==> config.mk <==
export PLATFORM = sky130hd
export DESIGN_NAME = stall_scheduler_flat
export DESIGN_NICKNAME = d
export VERILOG_FILES = /design/src/rtl/stall_scheduler_pkg.sv /design/src/rtl/stall_scheduler_if.sv /design/src/rtl/stall_scheduler_prio_pick.sv /design/src/rtl/stall_scheduler.sv /design/src/flat_wrapper.sv
export SDC_FILE = /design/constraint.sdc
export NUM_CORES = 1
export LEC_CHECK = 0
export ABC_CLOCK_PERIOD_IN_PS = 3100
export CORE_AREA = 4 4 56 58
export CTS_BUF_LIST = sky130_fd_sc_hd__clkbuf_4 sky130_fd_sc_hd__clkbuf_8 sky130_fd_sc_hd__clkbuf_16
export CTS_CLUSTER_DIAMETER = 120
export DETAILED_ROUTE_END_ITERATION = 12
export DIE_AREA = 0 0 60 62
export PLACE_DENSITY = 0.72
export SLEW_MARGIN = 20
export SYNTH_ARGS = -nofsm -noshare
export SYNTH_HDL_FRONTEND = slang
export SYNTH_HIERARCHICAL = 1
export SYNTH_SLANG_ARGS = --single-unit
==> constraint.sdc <==
create_clock -name clk -period 3.1 [get_ports clk]
set_input_delay 0.62 -clock clk [delete_from_list [all_inputs] [get_ports clk]]
set_output_delay 0.62 -clock clk [all_outputs]
set_load 0.01 [all_outputs]
==> src/rtl/stall_scheduler_pkg.sv <==
// Shared types and helpers for the stall scheduler.
// Latency: n/a (declarations only).
// Backpressure: n/a.
package pkg_stall;

  localparam int DELAY_BITS_DEF = 3;

  typedef enum logic {
    IDLE  = 1'b0,
    COUNT = 1'b1
  } stateT;

  // Isolates the lowest set bit (two's-complement trick); callers cast to their width.
  function automatic logic [31:0] lowestOneHot(input logic [31:0] vec);
    return vec & (~vec + 32'd1);
  endfunction

endpackage

==> src/rtl/stall_scheduler_if.sv <==
// Request/stall bundle between the stall sources, the PC and the scheduler.
// Latency: n/a (wires only).
// Backpressure: none; requesters strobe and the scheduler latches them.
interface stall_scheduler_if
  import pkg_stall::*;
#(
  parameter int NUM_REQ    = 3,
  parameter int DELAY_BITS = DELAY_BITS_DEF
);

  logic [NUM_REQ-1:0]            reqEn;
  logic [NUM_REQ*DELAY_BITS-1:0] reqDelay;
  logic                          pcEn;
  logic [NUM_REQ-1:0]            grant;
  logic [NUM_REQ-1:0]            done;

  modport master (output reqEn, reqDelay, input pcEn, grant, done);
  modport slave  (input reqEn, reqDelay, output pcEn, grant, done);

endinterface

==> src/rtl/stall_scheduler_prio_pick.sv <==
// Lowest-index priority encoder: one-hot winner plus its binary index.
// Latency: combinational.
// Backpressure: none.
module prio_pick
  import pkg_stall::*;
#(
  parameter int NUM_REQ = 3,
  parameter int IDX_W   = 2
) (
  input  logic [NUM_REQ-1:0] req,
  output logic [NUM_REQ-1:0] oneHot,
  output logic [IDX_W-1:0]   idx,
  output logic               any
);

  // One-hot from the shared helper; index scanned high-to-low so the lowest set bit wins.
  always_comb begin
    oneHot = NUM_REQ'(lowestOneHot(32'(req)));
    any    = |req;
    idx    = '0;
    for (int i = NUM_REQ - 1; i >= 0; i--) begin
      if (req[i]) idx = IDX_W'(i);
    end
  end

endmodule

==> src/rtl/stall_scheduler.sv <==
// Fixed-priority scheduler sharing one PC-stall counter among several stall sources.
// Latency: grant and pcEn=0 at the strobe edge; pcEn returns high exactly D cycles later.
// Backpressure: none; strobes are latched as pending and served one at a time, back-to-back.
module stall_scheduler
  import pkg_stall::*;
#(
  parameter int NUM_REQ    = 3,
  parameter int DELAY_BITS = DELAY_BITS_DEF
) (
  input  logic             clk,
  input  logic             reset,
  stall_scheduler_if.slave bus
);

  localparam int IDX_W = (NUM_REQ > 1) ? $clog2(NUM_REQ) : 1;

  stateT                 state;
  logic [DELAY_BITS-1:0] count;
  logic [NUM_REQ-1:0]    pending;
  logic [DELAY_BITS-1:0] pendDelay [NUM_REQ];
  logic [DELAY_BITS-1:0] reqDly    [NUM_REQ];
  logic [NUM_REQ-1:0]    grantR;
  logic [NUM_REQ-1:0]    doneR;
  logic                  pcEnR;

  logic [NUM_REQ-1:0]    cand;
  logic [NUM_REQ-1:0]    winHot;
  logic [IDX_W-1:0]      winIdx;
  logic                  winAny;
  logic                  slotFree;
  logic                  launch;
  logic [DELAY_BITS-1:0] rawDelay;
  logic [DELAY_BITS-1:0] winDelay;

  assign cand = pending | bus.reqEn;

  prio_pick #(
    .NUM_REQ (NUM_REQ),
    .IDX_W   (IDX_W)
  ) uPick (
    .req    (cand),
    .oneHot (winHot),
    .idx    (winIdx),
    .any    (winAny)
  );

  // Winner selection: the counter is free when idle or on the completion edge of the current grant.
  always_comb begin
    slotFree = (state == IDLE) || (count == DELAY_BITS'(1));
    launch   = slotFree && winAny;
    rawDelay = '0;
    for (int i = 0; i < NUM_REQ; i++) begin
      reqDly[i] = bus.reqDelay[i*DELAY_BITS +: DELAY_BITS];
      // A latched request keeps its first delay even if it strobes again.
      if (winIdx == IDX_W'(i)) rawDelay = pending[i] ? pendDelay[i] : reqDly[i];
    end
    winDelay = (rawDelay == '0) ? DELAY_BITS'(1) : rawDelay;
  end

  // Pending latch: set on a fresh strobe, cleared when that requester is granted.
  always_ff @(posedge clk or posedge reset) begin
    if (reset) begin
      pending <= '0;
      for (int i = 0; i < NUM_REQ; i++) pendDelay[i] <= '0;
    end else begin
      for (int i = 0; i < NUM_REQ; i++) begin
        if (launch && winHot[i]) begin
          pending[i] <= 1'b0;
        end else if (bus.reqEn[i] && !pending[i]) begin
          pending[i]   <= 1'b1;
          pendDelay[i] <= reqDly[i];
        end
      end
    end
  end

  // Grant FSM: load the counter on a grant, count down to 1, then chain or release the PC.
  always_ff @(posedge clk or posedge reset) begin
    if (reset) begin
      state  <= IDLE;
      count  <= '0;
      grantR <= '0;
      doneR  <= '0;
      pcEnR  <= 1'b1;
    end else begin
      doneR <= '0;
      if (state == IDLE) begin
        if (launch) begin
          grantR <= winHot;
          count  <= winDelay;
          pcEnR  <= 1'b0;
          state  <= COUNT;
        end
      end else if (count > DELAY_BITS'(1)) begin
        count <= count - DELAY_BITS'(1);
      end else begin
        doneR <= grantR;
        if (launch) begin
          grantR <= winHot;
          count  <= winDelay;
        end else begin
          grantR <= '0;
          pcEnR  <= 1'b1;
          state  <= IDLE;
        end
      end
    end
  end

  assign bus.pcEn  = pcEnR;
  assign bus.grant = grantR;
  assign bus.done  = doneR;

endmodule

==> src/flat_wrapper.sv <==
// flat-port wrapper written by rule: the top's interface ports become plain ports
module stall_scheduler_flat import pkg_stall::*;
#(
  parameter int NUM_REQ    = 3,
  parameter int DELAY_BITS = DELAY_BITS_DEF
)
  (clk, reset, bus_reqEn, bus_reqDelay, bus_pcEn, bus_grant, bus_done);
  stall_scheduler_if #(.NUM_REQ(NUM_REQ), .DELAY_BITS(DELAY_BITS)) bus_i ();
  input  logic clk;
  input  logic reset;
  input wire logic [$bits(bus_i.reqEn)-1:0] bus_reqEn;
  input wire logic [$bits(bus_i.reqDelay)-1:0] bus_reqDelay;
  output wire logic [$bits(bus_i.pcEn)-1:0] bus_pcEn;
  output wire logic [$bits(bus_i.grant)-1:0] bus_grant;
  output wire logic [$bits(bus_i.done)-1:0] bus_done;
  assign bus_i.reqEn = bus_reqEn;
  assign bus_i.reqDelay = bus_reqDelay;
  assign bus_pcEn = bus_i.pcEn;
  assign bus_grant = bus_i.grant;
  assign bus_done = bus_i.done;
  stall_scheduler #(.NUM_REQ(NUM_REQ), .DELAY_BITS(DELAY_BITS)) u_core (.clk(clk), .reset(reset), .bus(bus_i));
endmodule
==> metrics.log <==
[metrics] TritonCTS clock tree: built
[metrics] kind of end point of the critical path: register
[metrics] number of levels the H-tree was split into: 1
[metrics] # nets final: around 150
[metrics] dpl ws: about 300 ps
[metrics] area fraction in compound gates after synthesis: roughly 14%
[metrics] destination of the worst register-to-register timing path: u_core/count[0]
[metrics] transition time of the tightest slew-check pin: roughly 870 ps
[metrics] routed wire length: approximately 2.2 mm
[metrics] yosys warns: 6
[metrics] global-route met2 utilization: roughly a quarter
[metrics] met3 Track Usage GR: under 10%
[metrics] met1 capacity usage during global routing: between 10% and 20%
[metrics] Worst Setup Start Kind: input pin
[metrics] core area: between 2000 and 3000 sq um
[metrics] number of vias after detailed routing: approximately 900
[metrics] reg-to-reg critical path startpoint: u_core/pending[0]
[metrics] Min-Delay Path Depth: 2
[metrics] number of max-capacitance violations reported: 0
[metrics] sum of negative setup slack: 0 ps
[metrics] class of the most critical hold timing path: register to register
[metrics] # diodes: 0
[metrics] clock transition time at the flip-flop clock pins of the worst setup and hold paths: roughly 120 ps
[metrics] HPWL Detailed: around 1.7 mm
[metrics] Starting Density: ~47%
[metrics] Clock Tree Buf Depth: 2
[metrics] post-route antenna net violation count: 0
[metrics] Setup CP Type: input pin to register
[metrics] DRC violation count after routing: 0
[metrics] count of buffers inserted at the top-level ports: 20
[metrics] antenna violations before repair: 0
[metrics] Mapped Nets: approximately 130
[metrics] ratio of routed vias to standard cells: between 5 and 6
[metrics] cell type of the slowest stage on the worst timing path: sky130_fd_sc_hd__nor3b_1
[metrics] Row Count: 19
[metrics] most heavily used metal layer in global routing: met2
[metrics] Worst VDD drop: roughly 600 uV
[metrics] pwr/cell area: ~900 nW/um^2
[metrics] hold buffers post-CTS: 0
[metrics] share of flip-flops with an asynchronous set or reset after synthesis: between 90% and 100%
[metrics] CP Buf/Inv Count: 1
[metrics] Layout Area Growth over Synthesis: 18.0%
[metrics] longest individual stage delay on the worst path: 460 ps
[metrics] number of failing hold endpoints at the final stage: 0
[metrics] I/O pin total: 21
[metrics] width of the die: 60 um
[metrics] source-to-sink clock delay at the later pin of the worst-skew pair: roughly 300 ps
[metrics] number of synthesized flops with an enable pin: 0
[metrics] die height: just over 60 um
[metrics] Post-CTS Setup Inserts: 0
[metrics] post-synthesis instance area: ~1200 sq um
[metrics] number of DRC markers in iteration 0: 16
[metrics] crit share post-route: between 80% and 90%
[metrics] Final setup viols: 0
[metrics] hold slack final: between 400 and 500 ps
[metrics] synthesized area per cell: between 10 and 15 sq um
[metrics] path depth of the worst reg2reg path: 7
[metrics] sum of overflow across all layers after global routing: 0
[metrics] WP data required: 3270 ps
[metrics] leakage power: 0.000666 uW
[metrics] proportion of synthesized area in mux cells: roughly 16%
[metrics] Wirelength per Cell: 13.6 um
[metrics] Worst Path Arrival: ~2700 ps
[metrics] Largest delay share family, worst path: simple AND/OR/NAND/NOR gates
[metrics] tightest slew margin relative to the limit: between 40% and 50%
[metrics] Min-Delay Endpoint: u_core/bus.pcEn
[metrics] die outline area: 3720 sq um
[metrics] number of global-route vias before repair: between 800 and 900
[metrics] Max Clock Freq: just over 400 MHz
[metrics] critical path peak fanout: 5
[metrics] fin worst setup slack: 615 ps
[metrics] post-synthesis sequential area ratio: roughly 46%
[metrics] layout cell share with drive strength beyond 1: between 20% and 30%
[metrics] prevailing post-synth register cell: sky130_fd_sc_hd__dfrtp_1
[metrics] combinational family with the most area after synthesis: multiplexers
[metrics] largest net degree at the start of global routing: 24
[metrics] Seq cells post-synth: 23
[metrics] outcome: finished clean
[metrics] first-pass GRT wire length: 3.76 mm
[metrics] root buffer selected by CTS: sky130_fd_sc_hd__clkbuf_4
[metrics] share of synthesized cell area in and, or, nand and nor gates: about 16%
[metrics] number of instances in the synthesized netlist: 111
[metrics] number of search-and-repair iterations in the first detailed-routing pass: 4
[metrics] number of different library cells in the post-synthesis netlist: 34
[metrics] setup repair after global routing missed its margin: false
[metrics] hold path start: u_core/bus.pcEn
[metrics] setup slack, reg-to-reg: 870 ps
[metrics] number of buffers inserted during clock tree synthesis: 3
[metrics] Core Util, Final: 55.4%
[metrics] cts repair resizes: 0
[metrics] total global-route track usage: a little over an eighth
[metrics] post-layout min period: 2490 ps
[metrics] number of clock sinks: 23
[metrics] XOR/XNOR Fraction of Synth Area: 0%
[metrics] Final Skew: about 3.5 ps
[metrics] fraction of the mapped netlist area in adder cells: between 2 and 2.5%
[metrics] routability congestion estimate: ~0.73
[metrics] cell breakdown of the critical path: clkdlybuf4s50_1 -> or2_2 -> nor3b_1 -> nand2b_1 -> o22ai_1 -> nor2_1 -> a211oi_1 -> a311oi_1
[metrics] max-slew violation count: 0
==> how the worst max path moves through the flow <==
| stage | from | end | slack [ps] | cells past startpoint |
|---|---|---|---|---|
| global route | bus_reqEn[1] | u_core/count[0] | 420 | 8 |
| CTS | bus_reqEn[1] | u_core/count[0] | 640 | 8 |
| finish | bus_reqEn[1] | u_core/count[0] | 610 | 8 |
| global placement | bus_reqEn[1] | u_core/count[0] | 370 | 8 |
| detailed placement | bus_reqEn[1] | u_core/count[2] | 300 | 8 |
| floorplan | bus_reqEn[1] | u_core/count[2] | 850 | 8 |
==> cells in the final DEF (no fill, tap or decap) <==
cell type                          n
sky130_fd_sc_hd__nor2_1            5
sky130_fd_sc_hd__nand3b_1          1
sky130_fd_sc_hd__mux2_2            9
sky130_fd_sc_hd__o22ai_1           2
sky130_fd_sc_hd__o21ai_0           3
sky130_fd_sc_hd__a22o_2            3
sky130_fd_sc_hd__a211oi_1          5
sky130_fd_sc_hd__a311oi_1          3
sky130_fd_sc_hd__or3_1             1
sky130_fd_sc_hd__clkinv_2          1
sky130_fd_sc_hd__a21oi_2           1
sky130_fd_sc_hd__inv_1             5
sky130_fd_sc_hd__ha_1              2
sky130_fd_sc_hd__a21oi_1           3
sky130_fd_sc_hd__clkdlybuf4s50_1  20
sky130_fd_sc_hd__nor3_1            2
sky130_fd_sc_hd__nand3b_2          2
sky130_fd_sc_hd__and2_1            2
sky130_fd_sc_hd__nand2b_1          2
sky130_fd_sc_hd__mux2i_1          10
sky130_fd_sc_hd__a211o_1           1
sky130_fd_sc_hd__dfstp_2           1
sky130_fd_sc_hd__buf_4             1
sky130_fd_sc_hd__nor3b_1           3
sky130_fd_sc_hd__a21o_2            1
sky130_fd_sc_hd__or2_2             3
sky130_fd_sc_hd__a31o_2            1
sky130_fd_sc_hd__and2_2            1
sky130_fd_sc_hd__dfrtp_1          22
sky130_fd_sc_hd__nand2_1           4
sky130_fd_sc_hd__nand2b_4          1
sky130_fd_sc_hd__o21bai_1          1
sky130_fd_sc_hd__clkbuf_4          3
sky130_fd_sc_hd__nor2b_1           2
sky130_fd_sc_hd__and3_1            3
==> worst register-to-register path, delay by kind of cell (launching register included) <==
kind               cells  cell delay (ps)
and+or+nand+nor        4             1100
AOI/OAI and AO/OA      3              530
DFF                    1              470
==> power by group <==
part | internal [uW] | switching (uW) | total (uW)
clock network | 48.1 | 86.0 | 134
logic | 348 | 287 | 635
registers | 434 | 118 | 552
==> Yosys cell counts (2+ instances only) <==
cell type | count | share of area [%]
sky130_fd_sc_hd__a211oi_1 | 5 | 3.0
sky130_fd_sc_hd__a21oi_1 | 3 | 1.2
sky130_fd_sc_hd__a22o_2 | 3 | 2.4
sky130_fd_sc_hd__a311oi_1 | 3 | 2.1
sky130_fd_sc_hd__and2_1 | 2 | 1.0
sky130_fd_sc_hd__and3_1 | 3 | 1.5
sky130_fd_sc_hd__buf_4 | 3 | 1.8
sky130_fd_sc_hd__buf_6 | 2 | 1.8
sky130_fd_sc_hd__dfrtp_1 | 22 | 44
sky130_fd_sc_hd__ha_1 | 2 | 2.0
sky130_fd_sc_hd__inv_1 | 5 | 1.5
sky130_fd_sc_hd__mux2_2 | 9 | 8.1
sky130_fd_sc_hd__mux2i_1 | 10 | 8.0
sky130_fd_sc_hd__nand2_1 | 4 | 1.2
sky130_fd_sc_hd__nand2b_1 | 2 | 1.0
sky130_fd_sc_hd__nand3b_2 | 2 | 1.8
sky130_fd_sc_hd__nor2_1 | 5 | 1.5
sky130_fd_sc_hd__nor2b_1 | 2 | 1.0
sky130_fd_sc_hd__nor3_1 | 2 | 0.80
sky130_fd_sc_hd__nor3b_1 | 3 | 1.8
sky130_fd_sc_hd__o21ai_0 | 3 | 1.2
sky130_fd_sc_hd__o22ai_1 | 2 | 1.0
sky130_fd_sc_hd__or2_2 | 3 | 1.5
==> sequential cells by signal (all words and copies together), names as in the netlist <==
name,count
u_core/pending,3
u_core/bus.done,3
u_core/state,1
u_core/bus.pcEn,1
u_core/pendDelay,9
u_core/count,3
u_core/bus.grant,3
==> area by class of cell <==
class | instances | area, sq um
repair buffers | 21 | 208
clock buffers | 3 | 22.5
flip-flops and latches | 23 | 577
clock inverters | 1 | 5.00
fillers | 245 | 1190
well taps | 31 | 38.8
multi-input cells | 77 | 604
inverters | 5 | 18.8
==> logic make-up (layout without fill, tap and decap cells) <==
kind of cell,Yosys count,count (layout)
AND/OR/NAND/NOR,32,32
AO/OA/AOI/OAI,24,24
flip-flops,23,23
multiplexers,19,19
buffers and inverters,11,30
adder cells (fa/ha/maj),2,2
==> routing by layer <==
metal	vias up	wire (um)
met5	-	0
met4	0	19
met3	2	86
met2	14	1100
met1	417	984
li1	441	-
==> metrics by stage <==
stage	power, uW	cell area (sq um)	std cells
floorplan	1060	1250	111
global placement	1160	1450	157
detailed placement	1190	1450	157
CTS	1330	1470	161
global route	1440	1470	161
finish	1320	1470	161
Note: power is estimated with default switching activity, not from simulation.
